<file path="config.mk">
export PLATFORM = sky130hd
export DESIGN_NAME = jt49_bus_seq
export DESIGN_NICKNAME = d
export VERILOG_FILES = /design/src/rtl/jt49_bus_seq.sv
export SDC_FILE = /design/constraint.sdc
export NUM_CORES = 1
export LEC_CHECK = 0
export CAP_MARGIN = 30
export CORE_AREA = 2 2 96 121
export DETAILED_ROUTE_END_ITERATION = 8
export DIE_AREA = 0 0 98 123
export MAX_ROUTING_LAYER = met4
export SLEW_MARGIN = 40
export SYNTH_ARGS = -nofsm -noshare
export SYNTH_HDL_FRONTEND = slang
export SYNTH_SLANG_ARGS = --single-unit
export TNS_END_PERCENT = 100
</file>
<file path="constraint.sdc">
create_clock -name clk -period 2.3 [get_ports clk]
set_input_delay 0.46 -clock clk [delete_from_list [all_inputs] [get_ports clk]]
set_output_delay 0.46 -clock clk [all_outputs]
set_load 0.01 [all_outputs]
</file>
<file path="src/rtl/jt49_bus_seq.sv">
// jt49_bus_seq: queues host register requests and replays them as BDIR/BC1 bus cycles.
// Build option JT49_BUS_SEQ_SKIPLATCH_EN skips the address latch when the address repeats.
module jt49_bus_seq #(
    parameter int DEPTH = 4,
    parameter int HOLD  = 2
) (
    input  logic       clk,
    input  logic       rst_n,
    input  logic       req_valid,
    output logic       req_ready,
    input  logic       req_rd,
    input  logic [3:0] req_addr,
    input  logic [7:0] req_data,
    output logic       rd_valid,
    output logic [7:0] rd_data,
    output logic       busy,
    output logic       bdir,
    output logic       bc1,
    output logic [7:0] din,
    input  logic [7:0] dout
);

    localparam int AW = $clog2(DEPTH);
    localparam int CW = $clog2(HOLD);
    localparam logic [CW-1:0] HOLD_LAST = CW'(HOLD - 1);

    // state   | meaning
    // S_IDLE  | pins 00, waiting for a queued request
    // S_LATCH | pins 11, din = {0, addr}, held HOLD cycles
    // S_GAP1  | pins 00, one cycle between address and data phase
    // S_WRITE | pins 10, din = data, held HOLD cycles
    // S_READ  | pins 01, dout captured on the last cycle
    // S_GAP2  | pins 00, one cycle before returning to idle
    typedef enum logic [2:0] {
        S_IDLE  = 3'd0,
        S_LATCH = 3'd1,
        S_GAP1  = 3'd2,
        S_WRITE = 3'd3,
        S_READ  = 3'd4,
        S_GAP2  = 3'd5
    } state_t;

    logic [12:0]   fifo_mem [DEPTH];
    logic [AW:0]   wr_ptr_q, rd_ptr_q;
    logic          fifo_empty, fifo_full, push, pop, skip_hit;
    logic [12:0]   head;

    state_t        state_q, state_d;
    logic [CW-1:0] cnt_q, cnt_d;
    logic [12:0]   work_q, work_d;
    logic          bdir_q, bdir_d, bc1_q, bc1_d;
    logic [7:0]    din_q, din_d;
    logic          rd_valid_q, rd_valid_d;
    logic [7:0]    rd_data_q, rd_data_d;

    // Extra pointer bit distinguishes full from empty when the indices match.
    assign fifo_empty = (wr_ptr_q == rd_ptr_q);
    assign fifo_full  = (wr_ptr_q[AW] != rd_ptr_q[AW]) &&
                        (wr_ptr_q[AW-1:0] == rd_ptr_q[AW-1:0]);
    assign head       = fifo_mem[rd_ptr_q[AW-1:0]];
    assign push       = req_valid && !fifo_full;

    assign req_ready  = !fifo_full;
    assign busy       = !fifo_empty || (state_q != S_IDLE);
    assign bdir       = bdir_q;
    assign bc1        = bc1_q;
    assign din        = din_q;
    assign rd_valid   = rd_valid_q;
    assign rd_data    = rd_data_q;

    always_ff @(posedge clk) begin
        if (push) fifo_mem[wr_ptr_q[AW-1:0]] <= {req_rd, req_addr, req_data};
    end

    always_ff @(posedge clk) begin
        if (!rst_n) begin
            wr_ptr_q <= '0;
            rd_ptr_q <= '0;
        end else begin
            if (push) wr_ptr_q <= wr_ptr_q + 1'b1;
            if (pop)  rd_ptr_q <= rd_ptr_q + 1'b1;
        end
    end

`ifdef JT49_BUS_SEQ_SKIPLATCH_EN
    logic [3:0] last_addr_q, last_addr_d;
    logic       last_valid_q, last_valid_d;

    assign skip_hit = last_valid_q && (head[11:8] == last_addr_q);

    always_ff @(posedge clk) begin
        if (!rst_n) begin
            last_addr_q  <= 4'hF;
            last_valid_q <= 1'b0;
        end else begin
            last_addr_q  <= last_addr_d;
            last_valid_q <= last_valid_d;
        end
    end
`else
    assign skip_hit = 1'b0;
`endif

    always_ff @(posedge clk) begin
        if (!rst_n) begin
            state_q    <= S_IDLE;
            cnt_q      <= '0;
            work_q     <= '0;
            bdir_q     <= 1'b0;
            bc1_q      <= 1'b0;
            din_q      <= '0;
            rd_valid_q <= 1'b0;
            rd_data_q  <= '0;
        end else begin
            state_q    <= state_d;
            cnt_q      <= cnt_d;
            work_q     <= work_d;
            bdir_q     <= bdir_d;
            bc1_q      <= bc1_d;
            din_q      <= din_d;
            rd_valid_q <= rd_valid_d;
            rd_data_q  <= rd_data_d;
        end
    end

    always_comb begin
        state_d    = state_q;
        cnt_d      = cnt_q;
        work_d     = work_q;
        pop        = 1'b0;
        rd_valid_d = 1'b0;
        rd_data_d  = rd_data_q;
`ifdef JT49_BUS_SEQ_SKIPLATCH_EN
        last_addr_d  = last_addr_q;
        last_valid_d = last_valid_q;
`endif
        case (state_q)
            S_IDLE: begin
                if (!fifo_empty) begin
                    pop     = 1'b1;
                    work_d  = head;
                    cnt_d   = HOLD_LAST;
                    state_d = skip_hit ? S_GAP1 : S_LATCH;
                end
            end
            S_LATCH: begin
                if (cnt_q == '0) begin
                    state_d = S_GAP1;
`ifdef JT49_BUS_SEQ_SKIPLATCH_EN
                    last_addr_d  = work_q[11:8];
                    last_valid_d = 1'b1;
`endif
                end else begin
                    cnt_d = cnt_q - 1'b1;
                end
            end
            S_GAP1: begin
                cnt_d   = HOLD_LAST;
                state_d = work_q[12] ? S_READ : S_WRITE;
            end
            S_WRITE: begin
                if (cnt_q == '0) state_d = S_GAP2;
                else             cnt_d   = cnt_q - 1'b1;
            end
            S_READ: begin
                if (cnt_q == '0) begin
                    state_d    = S_GAP2;
                    rd_valid_d = 1'b1;
                    rd_data_d  = dout;
                end else begin
                    cnt_d = cnt_q - 1'b1;
                end
            end
            S_GAP2:  state_d = S_IDLE;
            default: state_d = S_IDLE;
        endcase

        // Pins follow the state being entered so they line up with the occupied state.
        bdir_d = 1'b0;
        bc1_d  = 1'b0;
        din_d  = '0;
        case (state_d)
            S_LATCH: begin
                bdir_d = 1'b1;
                bc1_d  = 1'b1;
                din_d  = {4'h0, work_d[11:8]};
            end
            S_WRITE: begin
                bdir_d = 1'b1;
                din_d  = work_d[7:0];
            end
            S_READ:  bc1_d = 1'b1;
            default: ;
        endcase
    end

endmodule

</file>
Word-level counts from Yosys, hierarchy flattened
Memories as Yosys holds them, arrays and structs flattened. A register that Yosys moved wholly into a read port is not among the register bits.
Index checks and enable logic that the tools add are counted.
- bits in registers: 42
- bits in writable memories: 52
- input bits: 24
- output and inout port bits: 21
- logic and storage cells: 64
- memories kept: 1
- add/sub/neg operators: 3
- equal/unequal tests: 11
- mux-type cells: 20
- bitwise gates (word level): 2
- reductions and logical operators: 16
- memories (name ; depth ; bits a word ; read ports ; clocked after memory_dff ; wr ports ; line ; source):
    fifo_mem ; 4 ; 13 ; 1 ; 1 ; 1 ; 43 ; logic [12:0] fifo_mem [DEPTH];
- operator list (cell ; count):
    12-bit 2-to-1 mux ; 2
    8-bit one-hot mux with 2 select lines ; 1
    3-bit 2-to-1 mux ; 4
    3-bit one-hot mux with 4 select lines ; 1
    3-bit by 2-bit equality test with 1-bit output (second input constant) ; 3
    1-bit 2-to-1 mux ; 9
    2-bit AND reduction ; 4
    3-bit by 1-bit adder with 3-bit output (second input constant) ; 2
    3-bit by 1-bit equality test with 1-bit output (second input constant) ; 2
    3-bit equality test (second input constant) ; 2
    3-bit nonzero test ; 2
    2-bit OR reduction ; 3
    2-bit 2-to-1 mux ; 2
    3-bit equality test ; 1
    3-bit logical NOT ; 1
    1-bit one-hot mux with 3 select lines ; 1
    3-bit OR reduction ; 1
    2-bit equality test ; 1
    1-bit logical AND ; 2
    1-bit logical NOT ; 2
    2-bit inequality test (second input constant) ; 1
    1-bit inverter ; 2
    1-bit logical OR ; 1
    1-bit inequality test ; 1
    1-bit subtractor (second input constant) ; 1

Longest topological paths before layout
Gate-level depths: netlist of the first run.
- depth after elaboration: 6
- depth in mapped cells: 7
- gate-level depth less buffers: 5

Worst setup path before layout of the first run
OpenSTA, ideal clock, no wires.
- path kind: register to register
- start: register wr_ptr_q[0]
- end: memory fifo_mem[3][0] (enable)
- setup time: 0.368 ns
- arrival time: 1.274 ns
- required time: 1.932 ns
- slack: 0.658 ns
- cell stages (with the launch flop): 4
- buffers on the path: 0
- period minus slack after synthesis: 1.642 ns
- cells stage by stage: dfxtp_1 xnor2_1 a31oi_2 and2_1
- cells in the longest elaborated chain, start to end: 6
- ends and longest elaborated chain (element ; line ; source):
    start: declaration ; 44 ; logic [AW:0] wr_ptr_q, rd_ptr_q;
    start signal: assignment ; 80 ; if (push) wr_ptr_q <= wr_ptr_q + 1'b1;
    2-bit equality test ; 59 ; (wr_ptr_q[AW-1:0] == rd_ptr_q[AW-1:0]);
    1-bit logical AND ; 58 ; assign fifo_full = (wr_ptr_q[AW] != rd_ptr_q[AW]) &&
    1-bit logical NOT ; 61 ; assign push = req_valid && !fifo_full;
    1-bit logical AND ; 61 ;
    1-bit 2-to-1 mux ; 72 ; if (push) fifo_mem[wr_ptr_q[AW-1:0]] <= {req_rd, req_addr, req_data};
    1-bit 2-to-1 mux (not written as such) ; 72 ;
    end: declaration ; 43 ;
Parallel ways exist; a longest one is shown, timed or not.

Worst setup path after layout of the first run
- start: register wr_ptr_q[0]
- end: output busy
- cells in the longest elaborated chain, start to end: 3
- ends and longest elaborated chain (element ; line ; source):
    3-bit equality test ; 57 ; assign fifo_empty = (wr_ptr_q == rd_ptr_q);
    1-bit logical NOT ; - ;
    1-bit logical OR ; 64 ; assign busy = !fifo_empty || (state_q != S_IDLE);
    end: declaration ; 16 ; output logic busy,
No other way between the ends.

==> results of run 1 <==
[critical path: cells and delay by family (launching register included)]
kind,cells,cell delay [ns]
buf+inv,1,0.53
simple gates,2,0.14
flops,1,0.48
xor+xnor,1,0.22
[power by group]
group	internal, µW	switching [µW]	leakage [µW]
combinational	601	607	0.000612
clock	845	612	0.000135
sequential	2050	156	0.000836
[cells in the final DEF, fill, tap and decap left out, drive strengths merged, types with 5 or more instances in the layout]
cell type / instances
nor2b: 8
edfxtp: 52
nand2: 46
and2: 10
clkdlybuf4s50: 44
ha: 5
buf: 12
nor2: 9
dfxtp: 44
clkbuf: 10
inv: 7
xnor2: 5
a21boi: 18
mux4: 13
[cell type report]
| type | instances | share of cell area (%) |
|---|---|---|
| flip-flops and latches | 96 | 52.26 |
| multi-input cells | 157 | 25.94 |
| repair buffers | 56 | 11.35 |
| clock buffers | 10 | 4.900 |
| well taps | 135 | 3.614 |
| clock inverters | 6 | 1.446 |
| inverters | 6 | 0.4819 |
[timing repair]
item                       in CTS  in global routing
buffers inserted                0                  2
setup endpoints to repair       0                  1
resized for setup               0                  4
[kinds of logic after synthesis]
family / after synthesis
flops: 96
simple gates: 92
compound gates: 34
buf+inv: 17
mux: 17
xor+xnor: 9
fa+ha+maj: 5
[routing by layer]
layer	routed length (µm)	part of all wire, %	global-route usage (%)	vias up
met4	155	2.4	6.250	0
met3	253	3.9	2.657	11
met5	0	0	-	-
met1	2866	44	14.22	1032
li1	-	-	-	1083
met2	3247	50	19.31	43
[how the worst max path moves through the flow]
stage | end | start | slack, ns | depth (start not counted)
after detailed placement | fifo_mem[2][2] | req_valid | 0.27 | 5
final | busy | wr_ptr_q[0] | 0.12 | 4
after global routing | busy | wr_ptr_q[0] | -0.001 | 4
after floorplan | fifo_mem[3][0] | wr_ptr_q[0] | 0.66 | 3
after global placement | fifo_mem[2][3] | req_valid | 0.31 | 5
after CTS | busy | wr_ptr_q[2] | 0.03 | 4
[state kept, by name, summed over array words and instances, names as in the netlist, named ones only]
name      cells
fifo_mem     52
rd_valid      1
rd_data       8
work_q       13
wr_ptr_q      3
din           8
bdir          1
cnt_q         1
rd_ptr_q      3
bc1           1
state_q       3
[metrics by stage]
stage	setup WS [ns]	std cells	TNS [ns]	hold WS (ns)	utilization, %
2_1_floorplan	0.6579	270	0	0.4305	-
3_3_place_gp	0.3116	448	0	0.4422	39.65
3_5_place_dp	0.2651	448	0	0.4434	39.65
4_1_cts	0.02609	464	0	0.4524	42.36
5_1_grt	-0.001170	466	-0.001170	0.4695	42.79
6_report	0.1152	466	0	0.4494	42.79
==> insert_results.sql, run 1 <==
INSERT INTO impl_metrics (metric_group, metric, value, unit) VALUES
('floorplanning', 'floorplan.die_area', '12050', 'µm²'),
('placement', 'detailed_place.area', '4330', 'µm²'),
('critical_path', 'startpoint_type', 'flip-flop', ''),
('critical_path', 'reg2reg_to', 'din[0]', ''),
('logic_synthesis', 'synth_simple_gate_area_share', '12.02', '%'),
('logic_synthesis', 'total_of_flip_flops_plus_latches_after_synthesis', '96', ''),
('cells_and_area', 'syn2layout_area_growth', '26.14', '%'),
('routing', 'routed_wire_length_per_instance', '13.99', 'µm'),
('logic_synthesis', 'yosys-mux-area-fraction', '8.983', '%'),
('cells_and_area', 'filler_cell_count', '1016', ''),
('clock_tree', 'tritoncts', 'yes', ''),
('clock_tree', 'worst_skew_pair.late_latency', '0.34', 'ns'),
('global_route', 'grt_remaining_overflow', '0', ''),
('clock_tree', 'clk_pin_slew_worst_paths', '0.06', 'ns'),
('logic_synthesis', 'syn-cell-area', '3705', 'µm²'),
('routing', 'drt_wl_total', '6521', 'µm'),
('worst_hold_path', 'hold_path.class', 'reg -> reg', ''),
('critical_path', 'arrival_time_at_the_worst_endpoint', '1.72', 'ns'),
('logic_synthesis', 'synth_xor_xnor_area_share', '2.330', '%'),
('sta', 'max-slew-margin-rel', '52.06', '%'),
('cells_and_area', 'antennaDiodeCount', '0', ''),
('critical_path', 'timing.critical_path.to_type', 'primary output', ''),
('outcome', 'run_status', 'finished clean', ''),
('logic_synthesis', 'synthTopCellsByCount', 'sky130_fd_sc_hd__edfxtp_1, sky130_fd_sc_hd__nand2_1, sky130_fd_sc_hd__dfxtp_1, sky130_fd_sc_hd__mux4_2', ''),
('sta', 'timing.final.crit_share', '94.99', '%'),
('placement', 'buffer_ports.inserted', '44', ''),
('clock_tree', 'cts-hold-fix-buffers', '0', ''),
('power_and_ir_drop', 'static-leakage-power', '0.001584', 'µW'),
('critical_path', 'setup.worst_path.class', 'reg -> out', ''),
('sta', 'worst_pin_slew', '0.7130', 'ns'),
('sta', 'max_clk_rate', '457.7', 'MHz'),
('logic_synthesis', 'ys_types', '39', ''),
('power_and_ir_drop', 'power.density_cell_area', '1042', 'nW/µm²'),
('logic_synthesis', 'yosysWarnings', '0', ''),
('logic_synthesis', 'synthArstFlopShare', '0', '%'),
('global_route', 'via_count_of_the_first_global_routing_pass', '2160', ''),
('sta', 'period_minus_slack', '2.185', 'ns'),
('critical_path', 'worst_case_reg_to_reg_path_depth', '4', ''),
('critical_path', 'worst_r2r_src', 'wr_ptr_q[0]', ''),
('logic_synthesis', 'most_frequent_cell_after_synthesis', 'sky130_fd_sc_hd__edfxtp_1', ''),
('placement', 'detailed_place_hpwl', '4570', 'µm'),
('sta', 'finalHoldViolations', '0', ''),
('global_route', 'antenna_found_initial', '0', ''),
('logic_synthesis', 'synth.area.top_cells', 'sky130_fd_sc_hd__edfxtp_1, sky130_fd_sc_hd__dfxtp_1, sky130_fd_sc_hd__mux4_2', ''),
('routing', 'via_count', '2169', ''),
('logic_synthesis', 'sequential_area_share_after_synthesis', '65.92', '%'),
('cells_and_area', 'final_net_count', '355', ''),
('clock_tree', 'clock-root-buffer', 'sky130_fd_sc_hd__clkbuf_16', ''),
('floorplanning', 'floorplan.initialDensity', '33.92', '%'),
('critical_path', 'timing.critical_path.cells', 'xor2_2 > nor3_2 > nand2_1 > clkdlybuf4s50_1', ''),
('critical_path', 'worst-endpoint-required', '1.84', 'ns'),
('placement', 'gp_routability_congestion', '0.7529', ''),
('floorplanning', 'fp.coreArea', '10920', 'µm²'),
('floorplanning', 'die-width', '98', 'µm'),
('logic_synthesis', 'synthCells', '270', ''),
('sta', 'finClkSkew', '0.006765', 'ns'),
('logic_synthesis', 'mappedNetlistNets', '299', ''),
('run', 'max_cap_violations', '0', ''),
('critical_path', 'critPathMaxStageDelay', '0.53', 'ns'),
('routing', 'post-route-drc-count', '0', ''),
('power_and_ir_drop', 'total_power', '4869', 'µW'),
('critical_path', 'timing.critical_path.slowest_stage_cell', 'sky130_fd_sc_hd__clkdlybuf4s50_1', ''),
('logic_synthesis', 'synth-edff-count', '52', ''),
('sta', 'setup_viols_final', '0', ''),
('global_route', 'grt_first_pass_wirelength', '10730', 'µm'),
('floorplanning', 'die_h', '123', 'µm'),
('floorplanning', 'pin_count', '45', ''),
('global_route', 'grt_max_degree', '35', ''),
('logic_synthesis', 'synth_fa_ha_area_share', '1.689', '%'),
('logic_synthesis', 'post-synth-top-area-cell', 'sky130_fd_sc_hd__edfxtp_1', ''),
('power_and_ir_drop', 'ir_worst_vdd', '0.0004414', 'V');
Power figures use the tool's default switching activity.
==> inputs of run 2 (changes only) <==
--- a/config.mk
+++ b/config.mk
@@ -6,10 +6,11 @@
 export NUM_CORES = 1
 export LEC_CHECK = 0
 export CAP_MARGIN = 30
-export CORE_AREA = 2 2 96 121
+export CORE_AREA = 2 2 77 97
 export DETAILED_ROUTE_END_ITERATION = 8
-export DIE_AREA = 0 0 98 123
+export DIE_AREA = 0 0 79 99
 export MAX_ROUTING_LAYER = met4
+export PLACE_DENSITY = 0.77
 export SLEW_MARGIN = 40
 export SYNTH_ARGS = -nofsm -noshare
 export SYNTH_HDL_FRONTEND = slang
==> constraint.sdc (replaced) <==
create_clock -name clk -period 2.7 [get_ports clk]
set_input_delay 0.54 -clock clk [delete_from_list [all_inputs] [get_ports clk]]
set_output_delay 0.54 -clock clk [all_outputs]
set_load 0.01 [all_outputs]
==> run 2 against run 1 <==
Effect of this change: cell count is 11% lower; first-iteration DRC count grew 42%; critical endpoint unchanged; sequential share of layout area increased by 2.7 points.
==> insert_results.sql, run 2 (synthesis results as in run 1) <==
INSERT INTO impl_metrics (metric_group, metric, value, unit) VALUES
('outcome', 'run_status', 'finished clean', ''),
('clock_tree', 'cts_num_sinks', '96', ''),
('critical_path', 'timing.critical_path.to_type', 'primary output', ''),
('critical_path', 'path_buf_inv', '1', ''),
('sta', 'worst_pin_slew', '0.7403', 'ns'),
('critical_path', 'setup.worst_path.class', 'reg -> out', ''),
('cells_and_area', 'antennaDiodeCount', '0', ''),
('global_route', 'antenna_found_initial', '0', ''),
('routing', 'routed_wire_length_per_instance', '14.80', 'µm'),
('worst_hold_path', 'hold_path.class', 'reg -> reg', ''),
('routing', 'antenna_violating_nets_post_route', '0', ''),
('sta', 'grt_setup_unrepaired', 'false', ''),
('floorplanning', 'std_cell_rows', '34', ''),
('cells_and_area', 'post_route_cells_drive_above_1_share', '12.84', '%'),
('global_route', 'via_count_of_the_first_global_routing_pass', '2092', ''),
('placement', 'detailed_place_hpwl', '4332', 'µm'),
('critical_path', 'worstSetupEndpoint', 'busy', ''),
('clock_tree', 'clk_pin_slew_worst_paths', '0.09', 'ns'),
('power_and_ir_drop', 'static-leakage-power', '0.001515', 'µW'),
('routing', 'post-route-drc-count', '0', ''),
('power_and_ir_drop', 'power.share.clock', '23.3', '%'),
('cells_and_area', 'filler_free_cell_count_of_the_finished_design', '417', ''),
('cells_and_area', 'most-common-layout-cells', 'sky130_fd_sc_hd__edfxtp_1, sky130_fd_sc_hd__nand2_1, sky130_fd_sc_hd__dfxtp_1, sky130_fd_sc_hd__clkdlybuf4s50_1, sky130_fd_sc_hd__mux4_2', ''),
('clock_tree', 'cts_repair_resize_count', '0', ''),
('clock_tree', 'cts.repair_timing.setup_buffer_count', '0', ''),
('floorplanning', 'floorplan.initialDensity', '53.76', '%'),
('clock_tree', 'cts.htree.levels', '3', ''),
('floorplanning', 'floorplan.die_area', '7821', 'µm²'),
('critical_path', 'setup.reg_to_reg.worst_slack', '0.89', 'ns'),
('sta', 'max-slew-margin-rel', '50.23', '%'),
('power_and_ir_drop', 'pwr-share-seq', '49.9', '%'),
('routing', 'drt_wl_total', '6170', 'µm'),
('sta', 'totalNegativeSetupSlack', '0', 'ns'),
('floorplanning', 'fp.coreArea', '6892', 'µm²'),
('global_route', 'grt_remaining_overflow', '0', ''),
('routing', 'via_count', '2168', ''),
('critical_path', 'worst_case_reg_to_reg_path_depth', '5', ''),
('global_route', 'grt_usage', '17.69', '%'),
('floorplanning', 'die-width', '79', 'µm'),
('clock_tree', 'clock-root-buffer', 'sky130_fd_sc_hd__clkbuf_8', ''),
('cells_and_area', 'syn2layout_area_growth', '20.03', '%'),
('routing', 'first_iter_violations', '122', ''),
('critical_path', 'timing.critical_path.cells', 'xor2_2 > nor3_2 > nand2_1 > clkdlybuf4s50_1', ''),
('sta', 'hold-worst-slack', '0.4602', 'ns'),
('clock_tree', 'tritoncts', 'yes', ''),
('cells_and_area', 'final_net_count', '351', ''),
('global_route', 'grt_first_pass_wirelength', '10110', 'µm'),
('power_and_ir_drop', 'switching_power', '1155', 'µW'),
('critical_path', 'timing.critical_path.slowest_stage_cell', 'sky130_fd_sc_hd__clkdlybuf4s50_1', ''),
('cells_and_area', 'largest_reg_flops', '52', ''),
('clock_tree', 'cts-hold-fix-buffers', '0', ''),
('placement', 'gp_routability_congestion', '0.8453', ''),
('critical_path', 'worst-endpoint-required', '2.16', 'ns'),
('critical_path', 'worst_r2r_src', 'state_q[0]', ''),
('routing', 'vias_per_cell', '5.199', ''),
('placement', 'detailed_place.area', '4259', 'µm²'),
('sta', 'max_clk_rate', '403.6', 'MHz'),
('global_route', 'grt_max_degree', '35', ''),
('placement', 'buffer_ports.inserted', '44', ''),
('sta', 'finalHoldViolations', '0', ''),
('critical_path', 'critPathMaxStageDelay', '0.49', 'ns'),
('clock_tree', 'tritoncts.num_buffers', '9', ''),
('power_and_ir_drop', 'ir_worst_vdd', '0.0005460', 'V'),
('cells_and_area', 'layout.cells.most_common', 'sky130_fd_sc_hd__edfxtp_1', ''),
('sta', 'period_minus_slack', '2.477', 'ns'),
('sta', 'slew_viol_final', '0', ''),
('critical_path', 'critical_path_depth', '4', ''),
('sta', 'timing.final.crit_share', '91.76', '%'),
('power_and_ir_drop', 'sw_frac_of_total', '30.87', '%'),
('floorplanning', 'die_h', '99', 'µm'),
('placement', 'numPlacedInstances', '401', ''),
('cells_and_area', 'post-route-util', '64.52', '%'),
('sta', 'setup_viols_final', '0', ''),
('floorplanning', 'pin_count', '45', ''),
('critical_path', 'arrival_time_at_the_worst_endpoint', '1.94', 'ns'),
('power_and_ir_drop', 'power.density_cell_area', '841.5', 'nW/µm²'),
('clock_tree', 'worst_skew_pair.late_latency', '0.36', 'ns'),
('power_and_ir_drop', 'comb_power_share', '26.8', '%'),
('run', 'max_cap_violations', '0', ''),
('critical_path', 'crit_path_max_fanout', '7', ''),
('critical_path', 'startpoint_type', 'flip-flop', ''),
('routing', 'drtPass1Iterations', '5', ''),
('clock_tree', 'cts-root-to-sink-buffers', '2', ''),
('cells_and_area', 'postLayoutCellArea', '4447', 'µm²'),
('power_and_ir_drop', 'p_int', '2587', 'µW'),
('critical_path', 'critical_path.startpoint', 'rd_ptr_q[2]', ''),
('sta', 'finClkSkew', '0.009536', 'ns'),
('worst_hold_path', 'hold_start', 'work_q[12]', ''),
('critical_path', 'timing.critical_path.max_delay_family', 'simple AND/OR/NAND/NOR gates', '');
[run 2: layer usage]
metal	global-route usage (%)	wire, µm
met1	20.89	2624
met2	28.94	3163
met3	5.037	303
met4	6.366	78
met5	-	0
[run 2: metrics by stage]
step	total power [µW]	worst slack, ns
after floorplan	2604	1.057
after global placement	2883	0.6412
after detailed placement	2910	0.6169
after CTS	3774	0.2100
after global routing	3970	0.05946
final	3742	0.2226
[run 2: worst min path at each step]
stage / to / slack, ns / cells after the start
after floorplan: work_q[12] / 0.43 / 2
after global placement: work_q[12] / 0.44 / 2
after detailed placement: work_q[12] / 0.45 / 2
after CTS: work_q[12] / 0.46 / 2
after global routing: work_q[0] / 0.49 / 2
final: work_q[12] / 0.46 / 2
[run 2: power by group through the flow]
stage / combinational (µW) / sequential (µW) / clock [µW]
2_1_floorplan: 734 / 1870 / 0
3_3_place_gp: 986 / 1900 / 0
3_5_place_dp: 1010 / 1900 / 0
4_1_cts: 1010 / 1870 / 894
5_1_grt: 1120 / 1890 / 956
6_report: 1000 / 1870 / 870
[run 2: tightest hold or removal path, stage by stage, from the launching register on]
cell and delay (ns):
sky130_fd_sc_hd__dfxtp_1 0.32, sky130_fd_sc_hd__nand2_1 0.05, sky130_fd_sc_hd__a21boi_1 0.05
[run 2: area by class of cell]
class | count | area [µm²]
Sequential cell | 96 | 2442
Clock inverter | 7 | 63.81
Tap cell | 90 | 112.6
Clock buffer | 9 | 123.9
Multi-Input combinational cell | 157 | 1181
Timing Repair Buffer | 52 | 500.5
Inverter | 6 | 22.52
Fill cell | 558 | 2445
==> inputs of run 3 (changes only) <==
--- a/config.mk
+++ b/config.mk
@@ -11,6 +11,7 @@
 export DIE_AREA = 0 0 79 99
 export MAX_ROUTING_LAYER = met4
 export PLACE_DENSITY = 0.77
+export SETUP_SLACK_MARGIN = 0.02
 export SLEW_MARGIN = 40
 export SYNTH_ARGS = -nofsm -noshare
 export SYNTH_HDL_FRONTEND = slang
==> results of run 3 <==
No change in the layout: final DEF, timing and power equal those of run 2.
